[src/rtl/simon_pkg.sv]
// simon_pkg: shared state encoding, widths and LFSR step for the Simon sequencer
package simon_pkg;

    typedef enum logic [2:0] {IDLE, EXTEND, PLAY, GAP, WAIT_IN, FAIL, WIN} state_e;

    localparam int          COLOR_W   = 2;
    localparam int          IDX_W     = 6;
    localparam int          MEM_DEPTH = 64;
    localparam logic [15:0] LFSR_TAPS = 16'hB400;

    function automatic logic [15:0] lfsr_next(input logic [15:0] q);
        return (q >> 1) ^ (q[0] ? LFSR_TAPS : 16'h0000);
    endfunction

endpackage

[src/rtl/adder_six.sv]
// adder_six: 6-bit ripple-carry adder used for every level/step increment
module adder_six (
    input  logic [5:0] a,
    input  logic [5:0] b,
    output logic [5:0] sum
);
    logic [5:0] c;

    assign c[0] = 1'b0;

    for (genvar i = 0; i < 6; i++) begin : g_bit
        assign sum[i] = a[i] ^ b[i] ^ c[i];
        if (i < 5) begin : g_carry
            assign c[i+1] = (a[i] & b[i]) | (c[i] & (a[i] ^ b[i]));
        end
    end

endmodule

[src/rtl/simon_lfsr16.sv]
// simon_lfsr16: free-running 16-bit Galois LFSR, reloaded with seed on reset
module simon_lfsr16
    import simon_pkg::*;
(
    input  logic        clk,
    input  logic        reset,
    input  logic [15:0] seed,
    output logic [15:0] q
);

    // advance one step every cycle, including while the game is idle
    always_ff @(posedge clk) begin
        q <= reset ? seed : lfsr_next(q);
    end

endmodule

[src/rtl/simon_sequencer.sv]
// simon_sequencer: Simon round controller; optional press timeout via SIMON_INPUT_TIMEOUT_EN
module simon_sequencer
    import simon_pkg::*;
#(
    parameter int          MAX_LEVEL = 63,
    parameter logic [15:0] LFSR_SEED = 16'hACE1
`ifdef SIMON_INPUT_TIMEOUT_EN
    , parameter int        TIMEOUT_TICKS = 8
`endif
) (
    input  logic               clk,
    input  logic               reset,
    input  logic               start,
    input  logic               tick,
    input  logic               btn_valid,
    input  logic [COLOR_W-1:0] btn_color,
    output logic               led_on,
    output logic [COLOR_W-1:0] led_color,
    output logic [IDX_W-1:0]   level,
    output logic               busy,
    output logic               game_over,
    output logic               win
);

    state_e             state_q, state_d;
    logic [IDX_W-1:0]   level_q, level_d, idx_q, idx_d, level_inc, idx_inc;
    logic [COLOR_W-1:0] mem [MEM_DEPTH];
    logic [COLOR_W-1:0] lfsr_lo;
    logic [13:0]        lfsr_hi_unused;
    logic               hit, last_step;

    simon_lfsr16 u_lfsr (
        .clk   (clk),
        .reset (reset),
        .seed  (LFSR_SEED),
        .q     ({lfsr_hi_unused, lfsr_lo})
    );

    adder_six u_inc_level (.a(level_q), .b(6'd1), .sum(level_inc));
    adder_six u_inc_idx   (.a(idx_q),   .b(6'd1), .sum(idx_inc));

    assign hit       = btn_color == mem[idx_q];
    assign last_step = idx_inc == level_q;
    assign level     = level_q;
    assign busy      = state_q inside {EXTEND, PLAY, GAP, WAIT_IN};
    assign game_over = state_q == FAIL;
    assign win       = state_q == WIN;

`ifdef SIMON_INPUT_TIMEOUT_EN
    logic [3:0] tcnt_q, tcnt_d;
    logic       expired;

    assign expired = tick && (tcnt_q + 4'd1 == 4'(TIMEOUT_TICKS));

    // count ticks spent waiting for the current press; cleared outside WAIT_IN and on any press
    always_comb begin
        tcnt_d = (state_q != WAIT_IN || btn_valid) ? 4'd0 : tick ? tcnt_q + 4'd1 : tcnt_q;
    end

    // press-timeout counter register
    always_ff @(posedge clk) begin
        tcnt_q <= reset ? 4'd0 : tcnt_d;
    end
`endif

    // round sequencing, playback pacing and press checking
    always_comb begin
        state_d   = state_q;
        level_d   = level_q;
        idx_d     = idx_q;
        led_on    = 1'b0;
        led_color = '0;
        case (state_q)
            IDLE, FAIL, WIN: begin
                if (start) begin
                    state_d = EXTEND;
                    level_d = '0;
                end
            end
            EXTEND: begin
                level_d = level_inc;
                idx_d   = '0;
                state_d = PLAY;
            end
            PLAY: begin
                led_on    = 1'b1;
                led_color = mem[idx_q];
                if (tick) state_d = GAP;
            end
            GAP: begin
                if (tick) begin
                    idx_d   = last_step ? '0 : idx_inc;
                    state_d = last_step ? WAIT_IN : PLAY;
                end
            end
            WAIT_IN: begin
                led_on    = btn_valid;
                led_color = btn_color;
                if (btn_valid) begin
                    if (!hit) state_d = FAIL;
                    else if (idx_inc < level_q) idx_d = idx_inc;
                    else state_d = (level_q == IDX_W'(MAX_LEVEL)) ? WIN : EXTEND;
                end
`ifdef SIMON_INPUT_TIMEOUT_EN
                else if (expired) state_d = FAIL;
`endif
            end
            default: state_d = IDLE;
        endcase
    end

    // control state registers
    always_ff @(posedge clk) begin
        if (reset) begin
            state_q <= IDLE;
            level_q <= '0;
            idx_q   <= '0;
        end else begin
            state_q <= state_d;
            level_q <= level_d;
            idx_q   <= idx_d;
        end
    end

    // append the new random colour while extending; contents survive reset
    always_ff @(posedge clk) begin
        if (state_q == EXTEND) mem[level_q] <= lfsr_lo;
    end

endmodule

[config.mk]
export PLATFORM = sky130hd
export DESIGN_NAME = simon_sequencer
export DESIGN_NICKNAME = d
export VERILOG_FILES = /design/src/rtl/simon_pkg.sv /design/src/rtl/adder_six.sv /design/src/rtl/simon_lfsr16.sv /design/src/rtl/simon_sequencer.sv
export SDC_FILE = /design/constraint.sdc
export NUM_CORES = 1
export LEC_CHECK = 0
export ABC_CLOCK_PERIOD_IN_PS = 7550
export BUFFER_PORTS_ARGS = -buffer_cell sky130_fd_sc_hd__buf_2
export CAP_MARGIN = 20
export CELL_PAD_IN_SITES_DETAIL_PLACEMENT = 1
export CELL_PAD_IN_SITES_GLOBAL_PLACEMENT = 1
export CORE_MARGIN = 2
export CORE_UTILIZATION = 45
export DETAILED_ROUTE_END_ITERATION = 6
export MAX_ROUTING_LAYER = met4
export PLACE_DENSITY = 0.73
export SLEW_MARGIN = 20
export SYNTH_ARGS = -nofsm -noshare
export SYNTH_HDL_FRONTEND = slang
export SYNTH_HIERARCHICAL = 1
export SYNTH_SLANG_ARGS = --single-unit
[constraint.sdc]
create_clock -name clk -period 7.55 [get_ports clk]
set_clock_uncertainty 0.2 [all_clocks]
set_input_delay 1.51 -clock clk [delete_from_list [all_inputs] [get_ports clk]]
set_output_delay 1.51 -clock clk [all_outputs]
set_load 0.01 [all_outputs]
# Yosys cells after proc, flatten, opt, wreduce, memory -nomap -nowiden
# Memories as Yosys holds them, arrays and structs flattened. A register that Yosys moved wholly into a read port is not among the register bits.
# Index checks and enable logic that the tools add are counted.
[op_classes]
bitwise_logic = 21
magnitude_cmp = 1
n_eq_ne = 16
n_reduce_logical = 8
mux = 24
[op_table]
columns = ["operator", "n"]
rows = [
  ["$mux W6", 8],
  ["$mux W3", 8],
  ["$pmux W6 S3", 1],
  ["$mux W16", 1],
  ["$xor A15 B16 Y16", 1],
  ["$pmux W3 S5", 1],
  ["$pmux W6 S2", 1],
  ["$ne A2 B2 Y1 const B", 5],
  ["$reduce_and A5 Y1", 2],
  ["$xor A1 B1 Y1", 10],
  ["$eq A3 B3 Y1 const B", 3],
  ["$and A1 B1 Y1", 8],
  ["$eq A3 B2 Y1 const B", 2],
  ["$eq A6 B6 Y1", 1],
  ["$eq A6 B6 Y1 const B", 1],
  ["$lt A6 B6 Y1", 1],
  ["$pmux W2 S2", 1],
  ["$reduce_bool A4 Y1", 1],
  ["$eq A3 B1 Y1 const B", 1],
  ["$logic_not A3 Y1", 1],
  ["$ne A3 B3 Y1 const B", 1],
  ["$reduce_bool A3 Y1", 1],
  ["$reduce_or A3 Y1", 1],
  ["$eq A2 B2 Y1", 1],
  ["6 further kinds", 8],
]
[word_totals]
ff_bits = 31
inputBits = 7
mem_count = 1
ramBits = 128
output_inout_bits = 12
word_cells = 75
[mem_list]
columns = ["name", "words", "word_bits", "rd", "rd_ports_with_merged_regs", "wr", "line", "source"]
rows = [
  ["mem", 64, 2, 1, 1, 1, "simon_sequencer.sv:27", "logic [COLOR_W-1:0] mem [MEM_DEPTH];"],
]

# Depth between registers and ports, before layout
[depth]
depth_word = 12
ltp_mapped = 15

# By module
# The synthesis kept the hierarchy.
[modules_own_cells]
columns = ["mod", "cells_each", "seq_area_each_um2", "area_per_inst_um2", "instances"]
rows = [
  ["simon_sequencer", 455, 4264.1, 6488.7, 1],
  ["simon_lfsr16", 40, 320.3, 560.5, 1],
  ["adder_six", 11, 0.0, 135.1, 2],
]

# Worst setup path after synthesis
# No wires, ideal clock.
[synth_path]
path_kind = "register to register"
startpoint = "register idx_q[0]"
endpoint = "register with a tool-made name"
stages_incl_launch_ff = 16
path_slack_ns = 3.879
arrival_time_ns = 3.400
setup_time_ns = 0.071
path_cell_list = "dfxtp_1 ha_1 inv_1 fa_1 inv_1 fa_1 fa_1 fa_1 xor3_1 ha_1 nor3_1 a211o_1 a21oi_1 o21ai_1 nand4_1 a21oi_1"
[synth_lines]
columns = ["item", "line", "source"]
rows = [
  ["from (decl)", "simon_sequencer.sv:26", "logic [IDX_W-1:0] level_q, level_d, idx_q, idx_d, level_inc, idx_inc;"],
  ["from (signal assigned)", "simon_sequencer.sv:121", "idx_q <= idx_d;"],
]

==> results.sh <==
export IMPL_slew_violations=0
export IMPL_clockRootBuffer="clkbuf_16"
export IMPL_min_path_cells=1
export IMPL_yosys_area_top_type_share_pct=52.5
export IMPL_core_um2=15900
export IMPL_clock_sinks=165
export IMPL_vias_per_cell=5.59
export IMPL_rrSetupSlack_ns=3.17
export IMPL_peakVddDrop_uv=172
export IMPL_endpoint_kind="output pin"
export IMPL_synthCells=517
export IMPL_max_slew_margin_pct=30.0
export IMPL_place_area_um2=7660
export IMPL_clockBufferDepth=2
export IMPL_met1_usage_pct=25.8
export IMPL_cts_made_buffers=17
export IMPL_path_clk_slew_ns=0.07
export IMPL_required_ns=5.84
export IMPL_grt_util_met2_pct=35.4
export IMPL_cts_tree="built"
export IMPL_hp_start="u_lfsr/q[3]$_DFF_P_"
export IMPL_critPathMaxFanout=29
export IMPL_dp_hpwl_um=11000
export IMPL_io_buffer_count=18
export IMPL_cp_arrival_ns=3.19
export IMPL_ys_flop_type="edfxtp_1"
export IMPL_grt_pass1_vias=4736
export IMPL_syn2layout_area_growth_pct=12.7
export IMPL_drtIter0Drc=367
export IMPL_max_freq_mhz=204
export IMPL_final_nets=582
export IMPL_tns_ns=0
export IMPL_whs_endpoint="u_lfsr/q[2]$_DFF_P_"
export IMPL_synth_area_um2=7320
export IMPL_grt_overflow_total=0
export IMPL_tightest_slew_ns=1.05
export IMPL_first_pass_iters=4
export IMPL_met3_usage_pct=4.36
export IMPL_grt_setup_unrepaired="false"
export IMPL_die_x_um=132
export IMPL_synth_largest_area_cell="edfxtp_1"
export IMPL_status="complete, no violations"
export IMPL_drive_gt1_share_pct=17.0
export IMPL_hold_buffers=0
export IMPL_synth_edf_count=128
export IMPL_dieArea_um2=17300
export IMPL_worstSkewPairLatency_ns=0.44
export IMPL_gp_congestion=0.772
export IMPL_routed_wl_um=16800
export IMPL_postLayoutCellArea_um2=8250
export IMPL_syn_area_per_cell_um2=14.2
export IMPL_setup_viol=0
export IMPL_period_needed_ns=4.90
export IMPL_diodes=0
export IMPL_wl_per_cell_um=21.3
export IMPL_worstSetupPathType="flop to output pin"
export IMPL_vias=4404
export IMPL_pin_count=19
export IMPL_ant_nets=0
export IMPL_rr_startpoint="idx_q[0]$_SDFFE_PP0P_"
export IMPL_fin_crit_sh_pct=64.9
export IMPL_die_y_um=132
export IMPL_r2r_cells=15
export IMPL_antenna_found_initial=0
export IMPL_ys_warn_count=6
export IMPL_async_reset_ff_share_pct=0
export IMPL_p_leak_nw=2.77
export IMPL_busiest_layer="met2"
export IMPL_yosys_top_cells_area="edfxtp_1, dfxtp_1, mux4_2, nor2_1, mux4_1"
export IMPL_crit_path_start_kind="flop"
export IMPL_ys_types=53
export IMPL_hold_path_class="flop to flop"
export IMPL_p_per_area_nw_per_um2=278
export IMPL_grt_max_degree=69
export IMPL_htreeDepth=4
export IMPL_cts_resized_gates=0
export IMPL_yosys_register_bits=165
export IMPL_grt_pass1_wl_um=26600
export IMPL_grt_use_total_pct=21.2
export IMPL_num_rows=46
export IMPL_ys_seq_area_share_pct=62.6
export IMPL_drv_cap=0
export IMPL_drc_errors=0
export IMPL_hold_viol=0
export IMPL_postCtsSetupBuffers=0
export IMPL_start_util_pct=46.1
[worst max-delay path, stage by stage, from the launching register on]
cell and delay (ns):
dfxtp_2 0.97, mux4_1 0.66, mux2i_1 0.15, mux2i_1 0.10, o211ai_1 0.37, nor2_1 0.10
a22oi_1 0.16, nor2_1 0.06, buf_2 0.16
[logic make-up after synthesis]
group	count (synthesis)	synth area share, %
muxes	52	13.4
DFF	165	62.6
xor gates and xnor gates	6	1.13
AOI/OAI and AO/OA	68	6.03
other	2	0.103
adders and majority gates	17	3.69
buffers and inverters	41	2.82
and+or+nand+nor	166	10.2
[power breakdown]
part	switching (mW)	total, mW	internal (mW)	leakage, nW
Sequential	0.0657	1.09	1.02	1.46
Combinational	0.225	0.351	0.126	1.02
Clock	0.357	0.855	0.498	0.298
[synthesized netlist by cell type, types with 7 or more instances]
| cell type | instances |
|---|---|
| edfxtp_1 | 128 |
| nor2_1 | 92 |
| dfxtp_1 | 37 |
| mux4_2 | 25 |
| nand2_1 | 22 |
| a21oi_1 | 18 |
| inv_1 | 18 |
| a22oi_1 | 14 |
| clkbuf_1 | 12 |
| nand3_1 | 11 |
| nand4_1 | 10 |
| mux2_2 | 9 |
| o21ai_1 | 9 |
| fa_1 | 8 |
| ha_1 | 8 |
| mux2i_1 | 7 |
| mux4_1 | 7 |
[layer usage]
| layer | vias to the layer above | wire length [um] |
|---|---|---|
| met3 | 29 | 759 |
| met1 | 2280 | 7020 |
| met4 | 0 | 310 |
| met5 | - | 0 |
| li1 | 2008 | - |
| met2 | 87 | 8710 |
[per-stage QoR]
stage | utilization [%] | std cells | hold slack (ns) | total power [mW] | setup slack [ns]
floorplan | - | 543 | 0.234 | 1.34 | 3.88
global placement | 48.2 | 756 | 0.236 | 1.44 | 3.11
detailed placement | 48.2 | 756 | 0.247 | 1.46 | 3.07
CTS | 51.9 | 788 | 0.263 | 2.32 | 2.57
global route | 51.9 | 788 | 0.279 | 2.39 | 2.36
finish | 51.9 | 788 | 0.258 | 2.30 | 2.65
[area by class of cell]
class	count	area [um^2]
inverter	18	67.6
multi-input combinational	337	2630
timing repair buffer	20	105
clock buffer	24	534
tap	216	270
sequential	165	4590
fill	1617	7630
clock inverter	8	57.6
[cells in the final DEF (no fill, tap or decap), types with 8 or more instances in the layout]
| master | netlist | layout |
|---|---|---|
| buf_2 | 3 | 18 |
| nand4_1 | 10 | 10 |
| ha_1 | 8 | 8 |
| dfxtp_1 | 37 | 35 |
| o21ai_1 | 9 | 9 |
| mux2_2 | 9 | 9 |
| fa_1 | 8 | 8 |
| nand2_1 | 22 | 22 |
| conb_1 | 2 | 28 |
| a22oi_1 | 14 | 14 |
| nor2_1 | 92 | 92 |
| a21oi_1 | 18 | 18 |
| edfxtp_1 | 128 | 128 |
| nand3_1 | 11 | 11 |
| clkbuf_16 | 0 | 19 |
| mux4_2 | 25 | 25 |
| inv_1 | 18 | 18 |
[state kept, by name, summed over array words and instances (netlist names), named ones only]
signal	count
level	6
idx_q	6
u_lfsr/q	16
state_q	3
mem	128
[how the worst max path moves through the flow]
stage / slack (ns) / endpoint / cells after the start
after global routing: 2.36 / led_color[0] / 8
final: 2.65 / led_color[0] / 8
after CTS: 2.57 / led_color[0] / 8
after floorplan: 3.88 / flop / 15
after global placement: 3.11 / led_color[0] / 8
after detailed placement: 3.07 / led_color[0] / 8
Power figures use the tool's default switching activity.
